`src/rtl/fetch_stage.sv`:
```
// Instruction-fetch stage with IF/ID pipeline register.
// Owns the fetch PC, handshakes with instruction memory, and absorbs one fetch while decode is stalled.
module fetch_stage #(
   parameter int                     PC_WIDTH    = 32,
   parameter int                     INSTR_WIDTH = 32,
   parameter logic [PC_WIDTH-1:0]    RESET_PC    = '0,
   parameter logic [INSTR_WIDTH-1:0] NOP_INSTR   = '0
) (
   input  logic                   clk,
   input  logic                   rst,
   input  logic                   Stall,
   input  logic                   Branch_Taken,
   input  logic [PC_WIDTH-1:0]    Branch_Address,
   output logic                   IMem_Req,
   output logic [PC_WIDTH-1:0]    IMem_Addr,
   input  logic                   IMem_Ready,
   input  logic [INSTR_WIDTH-1:0] IMem_Data,
   output logic [INSTR_WIDTH-1:0] Instruction,
   output logic [PC_WIDTH-1:0]    PC_Out,
   output logic                   Valid,
   output logic [1:0]             dbg_state
);

   typedef enum logic [1:0] {
      IDLE  = 2'd0,
      FETCH = 2'd1,
      DROP  = 2'd2,
      HELD  = 2'd3
   } state_t;

   localparam logic [PC_WIDTH-1:0] PC_STEP = PC_WIDTH'(4);

   state_t                   state_q, state_d;
   logic [PC_WIDTH-1:0]      fetch_pc_q, fetch_pc_d;
   logic [PC_WIDTH-1:0]      redirect_pc_q, redirect_pc_d;
   logic [INSTR_WIDTH-1:0]   buf_instr_q, buf_instr_d;
   logic [PC_WIDTH-1:0]      buf_pc_q, buf_pc_d;
   logic [INSTR_WIDTH-1:0]   instr_q, instr_d;
   logic [PC_WIDTH-1:0]      pc_out_q, pc_out_d;
   logic                     valid_q, valid_d;

   logic                     load;
   logic [INSTR_WIDTH-1:0]   load_instr;
   logic [PC_WIDTH-1:0]      load_pc;
   logic [PC_WIDTH-1:0]      next_pc;

   assign next_pc = fetch_pc_q + PC_STEP;

   always_comb begin
      state_d       = state_q;
      fetch_pc_d    = fetch_pc_q;
      redirect_pc_d = redirect_pc_q;
      buf_instr_d   = buf_instr_q;
      buf_pc_d      = buf_pc_q;
      load          = 1'b0;
      load_instr    = IMem_Data;
      load_pc       = next_pc;

      case (state_q)
         IDLE: state_d = FETCH;
         FETCH: begin
            if (Branch_Taken && IMem_Ready) begin
               fetch_pc_d = Branch_Address;
            end else if (Branch_Taken) begin
               // Outstanding request must complete at the old address first.
               redirect_pc_d = Branch_Address;
               state_d       = DROP;
            end else if (IMem_Ready && !Stall) begin
               load       = 1'b1;
               fetch_pc_d = next_pc;
            end else if (IMem_Ready) begin
               buf_instr_d = IMem_Data;
               buf_pc_d    = next_pc;
               fetch_pc_d  = next_pc;
               state_d     = HELD;
            end
         end
         DROP: begin
            if (IMem_Ready) begin
               fetch_pc_d = Branch_Taken ? Branch_Address : redirect_pc_q;
               state_d    = FETCH;
            end else if (Branch_Taken) begin
               redirect_pc_d = Branch_Address;
            end
         end
         HELD: begin
            if (Branch_Taken) begin
               fetch_pc_d = Branch_Address;
               state_d    = FETCH;
            end else if (!Stall) begin
               load       = 1'b1;
               load_instr = buf_instr_q;
               load_pc    = buf_pc_q;
               state_d    = FETCH;
            end
         end
         default: state_d = IDLE;
      endcase
   end

   // IF/ID: flush beats stall, stall beats load, otherwise a bubble.
   always_comb begin
      instr_d  = instr_q;
      pc_out_d = pc_out_q;
      valid_d  = valid_q;
      if (Branch_Taken) begin
         instr_d = NOP_INSTR;
         valid_d = 1'b0;
      end else if (Stall) begin
         instr_d = instr_q;
      end else if (load) begin
         instr_d  = load_instr;
         pc_out_d = load_pc;
         valid_d  = 1'b1;
      end else begin
         instr_d = NOP_INSTR;
         valid_d = 1'b0;
      end
   end

   always_ff @(posedge clk or negedge rst) begin
      if (!rst) begin
         state_q       <= IDLE;
         fetch_pc_q    <= RESET_PC;
         redirect_pc_q <= '0;
         buf_instr_q   <= NOP_INSTR;
         buf_pc_q      <= '0;
         instr_q       <= NOP_INSTR;
         pc_out_q      <= '0;
         valid_q       <= 1'b0;
      end else begin
         state_q       <= state_d;
         fetch_pc_q    <= fetch_pc_d;
         redirect_pc_q <= redirect_pc_d;
         buf_instr_q   <= buf_instr_d;
         buf_pc_q      <= buf_pc_d;
         instr_q       <= instr_d;
         pc_out_q      <= pc_out_d;
         valid_q       <= valid_d;
      end
   end

   assign IMem_Req    = (state_q == FETCH) || (state_q == DROP);
   assign IMem_Addr   = fetch_pc_q;
   assign Instruction = instr_q;
   assign PC_Out      = pc_out_q;
   assign Valid       = valid_q;
   assign dbg_state   = state_q;

endmodule

```
`config.mk`:
```
export PLATFORM = sky130hd
export DESIGN_NAME = fetch_stage
export DESIGN_NICKNAME = d
export VERILOG_FILES = /design/src/rtl/fetch_stage.sv
export SDC_FILE = /design/constraint.sdc
export NUM_CORES = 1
export LEC_CHECK = 0
export CAP_MARGIN = 0
export CORE_MARGIN = 2
export CORE_UTILIZATION = 48
export CTS_CLUSTER_SIZE = 25
export DETAILED_ROUTE_END_ITERATION = 10
export PLACE_DENSITY = 0.77
export SETUP_SLACK_MARGIN = 0.4
export SLEW_MARGIN = 25
export SYNTH_ARGS = -nofsm -noshare
export SYNTH_HDL_FRONTEND = slang
export SYNTH_SLANG_ARGS = --single-unit
```
`constraint.sdc`:
```
create_clock -name clk -period 2.4 [get_ports clk]
set_clock_uncertainty 0.2 [all_clocks]
set_input_delay 0.48 -clock clk [delete_from_list [all_inputs] [get_ports clk]]
set_output_delay 0.48 -clock clk [all_outputs]
set_load 0.03 [all_outputs]
```
[Yosys cells after proc, flatten, opt, wreduce, memory -nomap -nowiden]
Index checks and enable logic that the tools add are counted.
Storage, ports and cells
  flip-flop bits (word level): 195
  word-level logic and storage cells: 71
  output and inout bits: 100
Operators by class
  eq/ne operators: 13
  reduce and logical (&&, ||, !) cells: 12
  bitwise gates (word level): 4
  add/sub/neg operators: 1
  muxes and demuxes: 33
Operators with widths (count)
  32-bit two-way mux: 14
  32-bit case mux with 3 select lines: 1
  32-bit case mux with 2 select lines: 1
  32-bit by 3-bit adder with 32-bit output, second input constant: 1
  5-bit AND reduction: 3
  2-bit two-way mux: 7
  3-bit != test, second input constant: 4
  1-bit two-way mux: 8
  2-bit != test, second input constant: 4
  2-bit case mux with 4 select lines: 1
  3-bit AND reduction: 2
  2-bit equality test, second input constant: 2
  4-bit != test, second input constant: 1
  1-bit inverter: 4
  3-bit nonzero test: 1
  2-bit by 1-bit equality test with 1-bit output, second input constant: 1
  1-bit logical AND: 2
  2-bit logical NOT: 1
  2-bit by 1-bit != test with 1-bit output, second input constant: 1
  1-bit case mux with 2 select lines: 1
  2-bit nonzero test: 1
  1-bit logical NOT: 1
  1-bit logical OR: 1

[Longest topological paths before layout]
  depth in word-level cells: 9
  depth in mapped cells: 10
  mapped depth without buffers: 7

[Worst setup path after synthesis]
No wires, ideal clock.
  kind: register to register
  start: reg state_q[0] (netlist: dbg_state[0])
  end: reg fetch_pc_q[22] (netlist: IMem_Addr[22])
  data required time: 2.076 ns
  arrival: 2.319 ns
  buffers on the path: 3
  period minus slack after synthesis: 2.643 ns
  cell stages (with the launch flop): 11
  library setup time: 0.124 ns
  setup slack: -0.243 ns
  cells stage by stage: dfrtp_1 inv_1 ha_1 clkbuf_1 o21ba_2 a211o_1 clkbuf_1 clkbuf_1 a221o_1 o21ai_0 a21oi_1
On the way
  cells in the longest elaborated chain, start to end: 3
  elaborated cells on any way between the ends: 10
RTL lines
  from (decl): line 33  | state_t state_q, state_d;
  from (signal assigned): line 132  | state_q <= state_d;
  2-bit by 1-bit equality test with 1-bit output or 2-bit equality test (tied branches): line 59  | case (state_q)
  4-bit != test (no source line), or another cell as far along
  5-bit AND reduction (no source line)
  to (signal assigned): line 133  | fetch_pc_q <= fetch_pc_d;
  to (decl): line 34  | logic [PC_WIDTH-1:0] fetch_pc_q, fetch_pc_d;
Several ways; a longest one is shown, not always the timed one.
A chain may end at the register's enable or synchronous reset.

[Worst setup path in the final report]
Same ends and word-level chain as after synthesis.

==> metrics.log <==
[metrics] RSZ-0062 raised after global routing: true
[metrics] Worst R2R Start: dbg_state[0]
[metrics] Worst setup SP type: register
[metrics] peak supply drop: 826 uV
[metrics] layout overhead on the synthesized area: 62.3%
[metrics] placer's final routability congestion estimate: 0.912
[metrics] root buffer selected by CTS: sky130_fd_sc_hd__clkbuf_16
[metrics] Die Footprint: 21100 um^2
[metrics] Finished Cell Area: 15500 um^2
[metrics] flip-flop and latch count after synthesis: 195
[metrics] quantity of I/O buffers inserted on ports: 168
[metrics] class of the tightest hold or removal check: input port to asynchronous set/reset pin
[metrics] share of the cycle needed by the critical path after routing: 0.978
[metrics] leakage power total: 6.95 nW
[metrics] setup slack, reg-to-reg: 0.05 ns
[metrics] layout cells sized above 1: 0.465
[metrics] outcome: finished, final reports clean
[metrics] Reg2Reg Capture Point: IMem_Addr[22]
[metrics] layout net count: 1276
[metrics] starting density of the core: 0.490
[metrics] CTS tree: built
[metrics] count of yosys warnings during synthesis: 0
[metrics] sequential fraction of the synthesis area: 0.510
[metrics] post-detailed-placement half-perimeter wirelength: 18000 um
[metrics] Crit path top cell by count: sky130_fd_sc_hd__buf_6
[metrics] Pwr Total: 22.6 mW
[metrics] initial antenna violation count: 0
[metrics] required time worst endpoint: 2.54 ns
[metrics] Syn Inst Count: 898
[metrics] CTS buffer count: 17
[metrics] routed length per placed instance: 25.5 um
[metrics] number of pins exceeding their max-slew limit in the final report: 0
[metrics] measured slew at the worst slew-check pin: 0.450 ns
[metrics] global-route wire length before repair: 49500 um
[metrics] total length of routed wires: 37700 um
[metrics] reg2reg path depth: 8
[metrics] area of combinational cells with multiple inputs: 5620 um^2
[metrics] Total Routing Usage GR: 0.298
[metrics] EDFF count, synth: 0
[metrics] Antenna Cells: 0
[metrics] drt pass-1 iters: 6
[metrics] Crit. End Element: register
[metrics] post-DR vias/cell: 6.42
[metrics] Synth top area share: 0.510
[metrics] Die Height: 145 um
[metrics] count of unique library cells instantiated by Yosys: 60
[metrics] die width: 145 um
[metrics] pin count of the biggest net entering global routing: 73
[metrics] Final setup violation count: 0
[metrics] slack of the critical path: 0.0536 ns
[metrics] Layout fillers: 1035
[metrics] max capacitance violation total: 0
[metrics] share of flip-flops with an asynchronous set or reset: 1.00
[metrics] Floorplan Core Area: 19500 um^2
[metrics] placement-stage worst setup slack: -0.241 ns
[metrics] Syn Std Cell Area: 9570 um^2
[metrics] number of global-route vias before repair: 8663
[metrics] H-Tree Depth: 4
[metrics] worst slew margin relative to its limit: 0.698
[metrics] dominant cells by area after synthesis: sky130_fd_sc_hd__dfrtp_1 51%, sky130_fd_sc_hd__mux2_2 12%, sky130_fd_sc_hd__o21ai_0 6.0%
[metrics] initial detailed-routing violation count: 922
[metrics] number of buffers on the longest clock path: 2
[metrics] most frequent cells after synthesis: 195 x sky130_fd_sc_hd__dfrtp_1, 115 x sky130_fd_sc_hd__o21ai_0, 106 x sky130_fd_sc_hd__mux2_2
[metrics] number of DRC violations after detailed routing: 0
[metrics] number of rows created at floorplan: 51
[metrics] count of endpoints failing hold in the final timing report: 0
[metrics] GR Overflow Total: 0
[metrics] Pwr Density: 1460 nW/um^2
[metrics] data arrival time of the critical path: 2.48 ns
[metrics] most instantiated library cell after synthesis: sky130_fd_sc_hd__dfrtp_1
[metrics] Synth area leader: sky130_fd_sc_hd__dfrtp_1
[metrics] Clock Pin Slew Worst Setup and Hold Paths: 0.08 ns
[metrics] maximum single-stage delay on the critical path: 0.47 ns
[metrics] Avg Inst Size Synth: 10.7 um^2
[metrics] Worst-Skew Late Latency: 0.46 ns
[metrics] type of the setup path with the least slack: register to register
[metrics] dominant register cell in the synthesized netlist: sky130_fd_sc_hd__dfrtp_1
[metrics] number of vias after detailed routing: 9496
[metrics] area of placed instances: 12400 um^2
[metrics] net count after synthesis: 972
[metrics] residual antenna-violating net count after detailed routing: 0
[metrics] number of clock sinks: 195
[metrics] area of all sequential standard cells: 4910 um^2
[metrics] CP cell instances: buf_6, ha_4, buf_12, a211o_4, buf_6, a221o_1, o21ai_2, a21oi_1
[metrics] fmax: 0.426 GHz
[metrics] Max FO, Critical Path: 7
[metrics] final critical delay including setup and external delays: 2.35 ns
[metrics] I/O pin count: 169
[metrics] share of the core filled with cells: 0.796
[metrics] critical-path cell with the highest stage delay: sky130_fd_sc_hd__dfrtp_2
-- power breakdown --
| group | leakage, nW | total, mW | internal (mW) | switching (mW) |
|---|---|---|---|---|
| clock | 0.300 | 3.14 | 1.68 | 1.46 |
| combinational | 4.25 | 13.4 | 6.32 | 7.12 |
| sequential | 2.40 | 6.03 | 4.78 | 1.25 |
| total | 6.95 | 22.6 | 12.8 | 9.83 |
-- layout by cell type, fill, tap and decap left out, types with 9 or more instances in the layout --
cell and instances:
sky130_fd_sc_hd__dfrtp_1 174, sky130_fd_sc_hd__nand2_1 83, sky130_fd_sc_hd__buf_4 82, sky130_fd_sc_hd__mux2_2 75
sky130_fd_sc_hd__dlygate4sd2_1 74, sky130_fd_sc_hd__clkdlybuf4s50_1 65, sky130_fd_sc_hd__o21ai_2 49, sky130_fd_sc_hd__buf_6 43
sky130_fd_sc_hd__o21ai_1 39, sky130_fd_sc_hd__buf_12 32, sky130_fd_sc_hd__mux2_4 31, sky130_fd_sc_hd__mux2i_1 27
sky130_fd_sc_hd__o21ai_0 26, sky130_fd_sc_hd__clkbuf_16 23, sky130_fd_sc_hd__dfrtp_2 21, sky130_fd_sc_hd__buf_16 19
sky130_fd_sc_hd__a21oi_1 18, sky130_fd_sc_hd__nor2_1 16, sky130_fd_sc_hd__nand2_2 12, sky130_fd_sc_hd__inv_1 11
sky130_fd_sc_hd__a31oi_1 11, sky130_fd_sc_hd__a21oi_2 11, sky130_fd_sc_hd__nand3_1 10, sky130_fd_sc_hd__xnor2_1 10
sky130_fd_sc_hd__nor3_2 9, sky130_fd_sc_hd__nand2_4 9, sky130_fd_sc_hd__o21a_1 9, sky130_fd_sc_hd__a22o_1 9
sky130_fd_sc_hd__a22oi_2 9, sky130_fd_sc_hd__buf_2 9
-- worst max path at each step --
stage	start	to	slack (ns)
finish	dbg_state[0]	IMem_Addr[22]	0.05
global route	dbg_state[0]	IMem_Addr[11]	-0.07
CTS	dbg_state[0]	IMem_Req	0.14
global placement	Branch_Taken	IMem_Addr[15]	-0.19
floorplan	dbg_state[0]	IMem_Addr[14]	0.04
detailed placement	Branch_Taken	IMem_Addr[5]	-0.24
-- layout make-up --
cell class              instances  share of cell area
clock inverters                14              0.0122
flip-flops and latches        195               0.316
repair buffers                352               0.257
inverters                      14             0.00435
multi-input cells             622               0.362
well taps                     265              0.0213
clock buffers                  18              0.0276
-- routing by layer --
metal / part of all wire / track usage
met5: 0 / 0
met4: 0.059 / 0.0931
met3: 0.082 / 0.0528
met2: 0.48 / 0.500
met1: 0.38 / 0.395
-- state kept, by name (all words and copies together) (netlist names) --
| signal | flops |
|---|---|
| buf_pc_q | 32 |
| dbg_state | 2 |
| IMem_Addr | 32 |
| Instruction | 32 |
| buf_instr_q | 32 |
| PC_Out | 32 |
| Valid | 1 |
| redirect_pc_q | 32 |
-- worst max-delay path: cells and delay by family (launching register included) --
kind	cells	cell delay, ns
compound gates	4	0.94
flops	1	0.47
buf+inv	3	0.43
fa+ha+maj	1	0.18
-- timing repair --
| item | in CTS | in global routing |
|---|---|---|
| hold buffers | 1 | 0 |
| resized for setup | 370 | 188 |
| setup endpoints to repair | 241 | 167 |
| pin swaps | 54 | 77 |
| gates cloned | 21 | 6 |
| hold endpoints to repair | 195 | 0 |
| setup buffers | 44 | 37 |
-- logic make-up (layout without fill, tap and decap cells) --
kind of cell | Yosys count | in the layout | share of synthesized area
XOR/XNOR | 21 | 21 | 0.0192
AO/OA/AOI/OAI | 245 | 246 | 0.161
buffers and inverters | 82 | 398 | 0.0348
multiplexers | 143 | 143 | 0.163
AND/OR/NAND/NOR | 207 | 207 | 0.105
adder cells (fa/ha/maj) | 5 | 5 | 0.00653
flip-flops | 195 | 195 | 0.510
-- stage by stage --
| stage | hold WS [ns] | std cells | TNS (ns) |
|---|---|---|---|
| after global placement | 0.127 | 1339 | -7.25 |
| after floorplan | -0.0156 | 898 | 0 |
| after global routing | 0.246 | 1480 | -0.150 |
| final | 0.235 | 1480 | 0 |
| after detailed placement | 0.127 | 1339 | -10.32 |
| after CTS | 0.233 | 1437 | 0 |
(Power assumes the default switching activity.)
